===== config.mk =====
export PLATFORM = sky130hd
export DESIGN_NAME = cpu_sequencer_flat
export DESIGN_NICKNAME = d
export VERILOG_FILES = /design/src/rtl/cpu_sequencer_if.sv /design/src/rtl/cpu_sequencer.sv /design/src/flat_wrapper.sv
export SDC_FILE = /design/constraint.sdc
export NUM_CORES = 1
export LEC_CHECK = 0
export CAP_MARGIN = 0
export CORE_MARGIN = 2
export CORE_UTILIZATION = 35
export DETAILED_ROUTE_END_ITERATION = 10
export MAX_ROUTING_LAYER = met4
export PLACE_DENSITY = 0.58
export SYNTH_ARGS = -nofsm -noshare
export SYNTH_HDL_FRONTEND = slang
export SYNTH_SLANG_ARGS = --single-unit

===== constraint.sdc =====
create_clock -name clk -period 4.8 [get_ports clk]
set_clock_uncertainty 0.1 [all_clocks]
set_input_delay 0.96 -clock clk [delete_from_list [all_inputs] [get_ports clk]]
set_output_delay 0.96 -clock clk [all_outputs]
set_load 0.005 [all_outputs]

===== src/rtl/cpu_sequencer_if.sv =====
// Bus bundle between the instruction sequencer and its environment.
// The slave modport is the sequencer; the master modport drives run/opa/mem_rdy.
interface cpu_sequencer_if;
  logic        run;
  logic [5:0]  opa;
  logic        mem_rdy;
  logic        ir_we;
  logic        pc_we;
  logic        rf_we;
  logic        dm_we;
  logic [2:0]  state;
  logic        busy;
  logic [15:0] instr_cnt;

  modport slave (
    input  run, opa, mem_rdy,
    output ir_we, pc_we, rf_we, dm_we, state, busy, instr_cnt
  );

  modport master (
    output run, opa, mem_rdy,
    input  ir_we, pc_we, rf_we, dm_we, state, busy, instr_cnt
  );
endinterface


===== src/rtl/cpu_sequencer.sv =====
// Multi-cycle IF/ID/EX/MEM/WB control sequencer with a retired-instruction counter.
// Optional macro MEM_WAIT_EN: MEM stalls until mem_rdy=1 instead of lasting one cycle.
module cpu_sequencer (
  input  logic           clk,
  input  logic           rst,
  cpu_sequencer_if.slave bus
);

  typedef enum logic [2:0] {
    S_IDLE = 3'b000,
    S_IF   = 3'b001,
    S_ID   = 3'b010,
    S_EX   = 3'b011,
    S_MEM  = 3'b100,
    S_WB   = 3'b101
  } state_e;

  localparam logic [5:0] OP_LW = 6'b100011;
  localparam logic [5:0] OP_SW = 6'b101011;

  state_e      state_q, state_d;
  logic [5:0]  op_q, op_d;
  logic [15:0] cnt_q, cnt_d;
  logic        ir_we_q, pc_we_q, rf_we_q, dm_we_q, busy_q;
  logic        retire_s;
  logic        mem_go_s;

`ifdef MEM_WAIT_EN
  assign mem_go_s = bus.mem_rdy;
`else
  logic mem_rdy_unused_s;
  assign mem_rdy_unused_s = bus.mem_rdy;
  assign mem_go_s = 1'b1;
`endif

  // Next-state, opcode capture and retire decision
  always_comb begin
    state_d  = S_IDLE;
    op_d     = op_q;
    retire_s = 1'b0;
    case (state_q)
      S_IDLE: begin
        if (bus.run) begin
          state_d = S_IF;
        end else begin
          state_d = S_IDLE;
        end
      end
      S_IF: begin
        state_d = S_ID;
      end
      S_ID: begin
        state_d = S_EX;
        op_d    = bus.opa;
      end
      S_EX: begin
        if ((op_q == OP_LW) || (op_q == OP_SW)) begin
          state_d = S_MEM;
        end else begin
          state_d = S_WB;
        end
      end
      S_MEM: begin
        if (!mem_go_s) begin
          state_d = S_MEM;
        end else if (op_q == OP_SW) begin
          retire_s = 1'b1;
          state_d  = bus.run ? S_IF : S_IDLE;
        end else begin
          state_d = S_WB;
        end
      end
      S_WB: begin
        retire_s = 1'b1;
        state_d  = bus.run ? S_IF : S_IDLE;
      end
      default: begin
        state_d = S_IDLE;
      end
    endcase
    cnt_d = retire_s ? (cnt_q + 16'd1) : cnt_q;
  end

  // Strobes are registered from the next state so they stay aligned with state_q
  always_ff @(posedge clk) begin
    if (rst) begin
      state_q <= S_IDLE;
      op_q    <= 6'b000000;
      cnt_q   <= 16'h0000;
      ir_we_q <= 1'b0;
      pc_we_q <= 1'b0;
      rf_we_q <= 1'b0;
      dm_we_q <= 1'b0;
      busy_q  <= 1'b0;
    end else begin
      state_q <= state_d;
      op_q    <= op_d;
      cnt_q   <= cnt_d;
      ir_we_q <= (state_d == S_IF);
      pc_we_q <= (state_d == S_IF);
      rf_we_q <= (state_d == S_WB);
      dm_we_q <= (state_d == S_MEM) && (op_d == OP_SW);
      busy_q  <= (state_d != S_IDLE);
    end
  end

  assign bus.state     = state_q;
  assign bus.ir_we     = ir_we_q;
  assign bus.pc_we     = pc_we_q;
  assign bus.rf_we     = rf_we_q;
  assign bus.dm_we     = dm_we_q;
  assign bus.busy      = busy_q;
  assign bus.instr_cnt = cnt_q;

endmodule


===== src/flat_wrapper.sv =====
// flat-port wrapper written by rule: the top's interface ports become plain ports
module cpu_sequencer_flat 
  (clk, rst, bus_run, bus_opa, bus_mem_rdy, bus_ir_we, bus_pc_we, bus_rf_we, bus_dm_we, bus_state, bus_busy, bus_instr_cnt);
  cpu_sequencer_if bus_i ();
  input  logic clk;
  input  logic rst;
  input wire logic [$bits(bus_i.run)-1:0] bus_run;
  input wire logic [$bits(bus_i.opa)-1:0] bus_opa;
  input wire logic [$bits(bus_i.mem_rdy)-1:0] bus_mem_rdy;
  output wire logic [$bits(bus_i.ir_we)-1:0] bus_ir_we;
  output wire logic [$bits(bus_i.pc_we)-1:0] bus_pc_we;
  output wire logic [$bits(bus_i.rf_we)-1:0] bus_rf_we;
  output wire logic [$bits(bus_i.dm_we)-1:0] bus_dm_we;
  output wire logic [$bits(bus_i.state)-1:0] bus_state;
  output wire logic [$bits(bus_i.busy)-1:0] bus_busy;
  output wire logic [$bits(bus_i.instr_cnt)-1:0] bus_instr_cnt;
  assign bus_i.run = bus_run;
  assign bus_i.opa = bus_opa;
  assign bus_i.mem_rdy = bus_mem_rdy;
  assign bus_ir_we = bus_i.ir_we;
  assign bus_pc_we = bus_i.pc_we;
  assign bus_rf_we = bus_i.rf_we;
  assign bus_dm_we = bus_i.dm_we;
  assign bus_state = bus_i.state;
  assign bus_busy = bus_i.busy;
  assign bus_instr_cnt = bus_i.instr_cnt;
  cpu_sequencer u_core (.clk(clk), .rst(rst), .bus(bus_i));
endmodule

==> results_dict.tcl <==
set metrics [dict create \
    outcome "finished clean" \
    mostFrequentLayoutCells "clkdlybuf4s50_1 (32), dfxtp_1 (29), a21oi_1 (15), o31ai_1 (10), or4_1 (10)" \
    grt_pass1_vias 1099 \
    max_freq_ghz 0.410 \
    io_buffers 32 \
    drc_errors 0 \
    fin_cells 226 \
    grt_max_degree 31 \
    cts_hold_buffers 0 \
    setup_viol 0 \
    syn_to_final_growth_pct 31.5 \
    root_buffer "clkbuf_8" \
    switching_share_pct 26.4 \
    ys_seq_elements 29 \
    layout_commonest_cell "clkdlybuf4s50_1" \
    internal_power_uw 425 \
    antenna_found_initial 0 \
    post_cts.repair.setup_buffers 0 \
    rsz0062_at_grt "no" \
    postRouteAntennaNets 0 \
    via_per_inst 5.31 \
    synth_warnings 0 \
    routed_wirelength_um 2930 \
    path_clk_slew_ns 0.06 \
    worstSetupPathType "primary input to flop" \
    min_delay_path_depth 2 \
    dp_hpwl_um 1980 \
    num_rows 22 \
    ys_seq_area_share_pct 43.6 \
    grt_pass1_wl_um 5120 \
    hold_viol 0 \
    cap_violations 0 \
    min_from "u_core.bus.instr_cnt[15]$_SDFFE_PP0P_" \
    comb_power_share_pct 18.0 \
    required_ns 4.87 \
    syn-num-nets 159 \
    r2r-end "u_core.bus.instr_cnt[14]$_SDFFE_PP0P_" \
    syn_area_per_cell_um2 9.00 \
    gp_congestion 0.779 \
    timing.rr.start "u_core.op_q[5]$_SDFF_PP0_" \
    hold_path_class "flop to flop" \
    dp.cells 219 \
    clkLatencyLatePin_ns 0.28 \
    period_share_pct 50.8 \
    switchingPower_uw 152 \
    ir_drop_mv 0.163 \
    final_nets 189 \
    p_per_area_nw_per_um2 329 \
    clock_power_share_pct 34.7 \
    track_usage_pct 16.2 \
    cts_tree "yes" \
    core_area_um2 3660 \
    ff2ff_setup_slack_ns 2.75 \
    vias 1201 \
    maxSlewViolCount 0 \
    p_leak_nw 0.601 \
    startpoint_type "primary input" \
    cp-end-kind "flop" \
    arrival_ns 2.51 \
    clk_path_buf_depth 2 \
    dpl_cell_area_um2 1670 \
    fin_area_um2 1750 \
    layout-drive-gt1-share_pct 5.62 \
    synthCells 148 \
    globalRouteOverflowTotal 0 \
    cts.sinks 29 \
    worst_slew_pin_slew_ns 1.04 \
    htree_num_levels 2 \
    dieHeight_um 65.7 \
    ys_types 33 \
    firstDrtPassIters 4 \
    critPathMaxFanout 29 \
    holdPathEnd "u_core.bus.instr_cnt[15]$_SDFFE_PP0P_" \
    die_area_um2 4320 \
    diodes 0 \
    fin_setup_tns_ns 0 \
    io_pins 34 \
    cts_made_buffers 5 \
    mappedNetlistArea_um2 1330 \
    cts_resized 0 \
    start_util_pct 36.4 \
    power_frac_seq_pct 47.3 \
    relSlewSlack_pct 30.4 \
    first_iter_violations 94 \
    fp.dieW_um 65.7 \
    wl_per_cell_um 13.0 \
    period_minus_slack_ns 2.44 \
    reg2regPathDepth 4 \
]
## layout make-up
type / count / area (um^2)
fillers: 367 / 1910
repair buffers: 32 / 320
well taps: 48 / 60.1
flip-flops and latches: 29 / 581
multi-input cells: 109 / 701
inverters: 1 / 3.75
clock buffers: 7 / 86.3
## flip-flops by register name, indices dropped and copies added (netlist names)
name / flops
u_core.bus.busy: 1
u_core.bus.dm_we: 1
u_core.bus.instr_cnt: 16
u_core.bus.pc_we: 1
u_core.bus.rf_we: 1
u_core.bus.state: 3
u_core.op_q: 6
## Yosys cell counts
library cell   n  area share (%)
nand4b_4       1             1.8
o21ba_1        1            0.75
a31oi_1        2            0.94
clkbuf_1       5             1.4
nand4_1        2            0.94
ha_1           1            0.94
buf_4          1            0.56
buf_6          1            0.85
or2_2          1            0.47
nand2_1        7             2.0
and3_1         5             2.3
a21oi_1       15             5.6
xnor2_1        1            0.66
or3_1          3             1.4
nor4_1         3             1.4
and4b_1        1            0.75
and2_1         2            0.94
nor2b_1        5             2.3
dfxtp_1       29              44
nor3_1         1            0.38
mux2i_1        6             4.5
o31ai_1       10             5.6
or4_1         10             5.6
o21ai_0        6             2.3
inv_1          1            0.28
buf_2          2            0.75
nand2b_1       4             1.9
and4_1         1            0.66
nand3_1        8             3.0
nor2_1         9             2.5
o211ai_1       1            0.56
mux2_2         2             1.7
nand3b_1       1            0.56
## metrics by stage
step	worst slack, ns	hold WS [ns]	total power, mW	utilization (%)
global placement	2.07	0.365	0.382	45.5
CTS	2.34	0.380	0.587	47.8
detailed placement	2.05	0.370	0.384	45.5
global route	2.21	0.421	0.616	47.8
floorplan	3.00	0.361	0.350	-
finish	2.36	0.377	0.577	47.8
## per-layer routing
metal | vias up | share of wire, % | global-route usage (%)
met5 | - | 0 | -
met4 | 0 | 1.2 | 8.59
met3 | 2 | 5.7 | 5.31
met2 | 32 | 46 | 24.0
met1 | 557 | 47 | 19.6
li1 | 610 | - | -
## worst max-delay path, cell delays in order
cell             delay (ns)
clkdlybuf4s50_1        1.16
nor2b_1                0.10
mux2_2                 0.29
## power by group through the flow
stage	Combinational [mW]	Clock, mW	Sequential, mW
after floorplan	0.0738	0	0.276
after global placement	0.103	0	0.278
after detailed placement	0.105	0	0.279
after CTS	0.105	0.209	0.274
after global routing	0.117	0.223	0.276
final	0.104	0.200	0.273
## kinds of logic after synthesis
kind of cell             synth area share (%)
flip-flops                               43.6
AND/OR/NAND/NOR                          29.0
buffers and inverters                    3.85
adder cells (fa/ha/maj)                 0.939
XOR/XNOR                                0.657
multiplexers                             6.20
AO/OA/AOI/OAI                            15.8
## how the worst max path moves through the flow
stage                                       endpoint  startpoint  depth (start not counted)  slack (ns)
2_1_floorplan              u_core.op_q[0]$_SDFF_PP0_         rst                          3        3.00
3_3_place_gp   u_core.bus.instr_cnt[10]$_SDFFE_PP0P_         rst                          3        2.07
3_5_place_dp   u_core.bus.instr_cnt[10]$_SDFFE_PP0P_         rst                          3        2.05
4_1_cts        u_core.bus.instr_cnt[14]$_SDFFE_PP0P_         rst                          3        2.34
5_1_grt        u_core.bus.instr_cnt[10]$_SDFFE_PP0P_         rst                          3        2.21
6_report       u_core.bus.instr_cnt[14]$_SDFFE_PP0P_         rst                          3        2.36
Note: power is estimated with default switching activity, not from simulation.
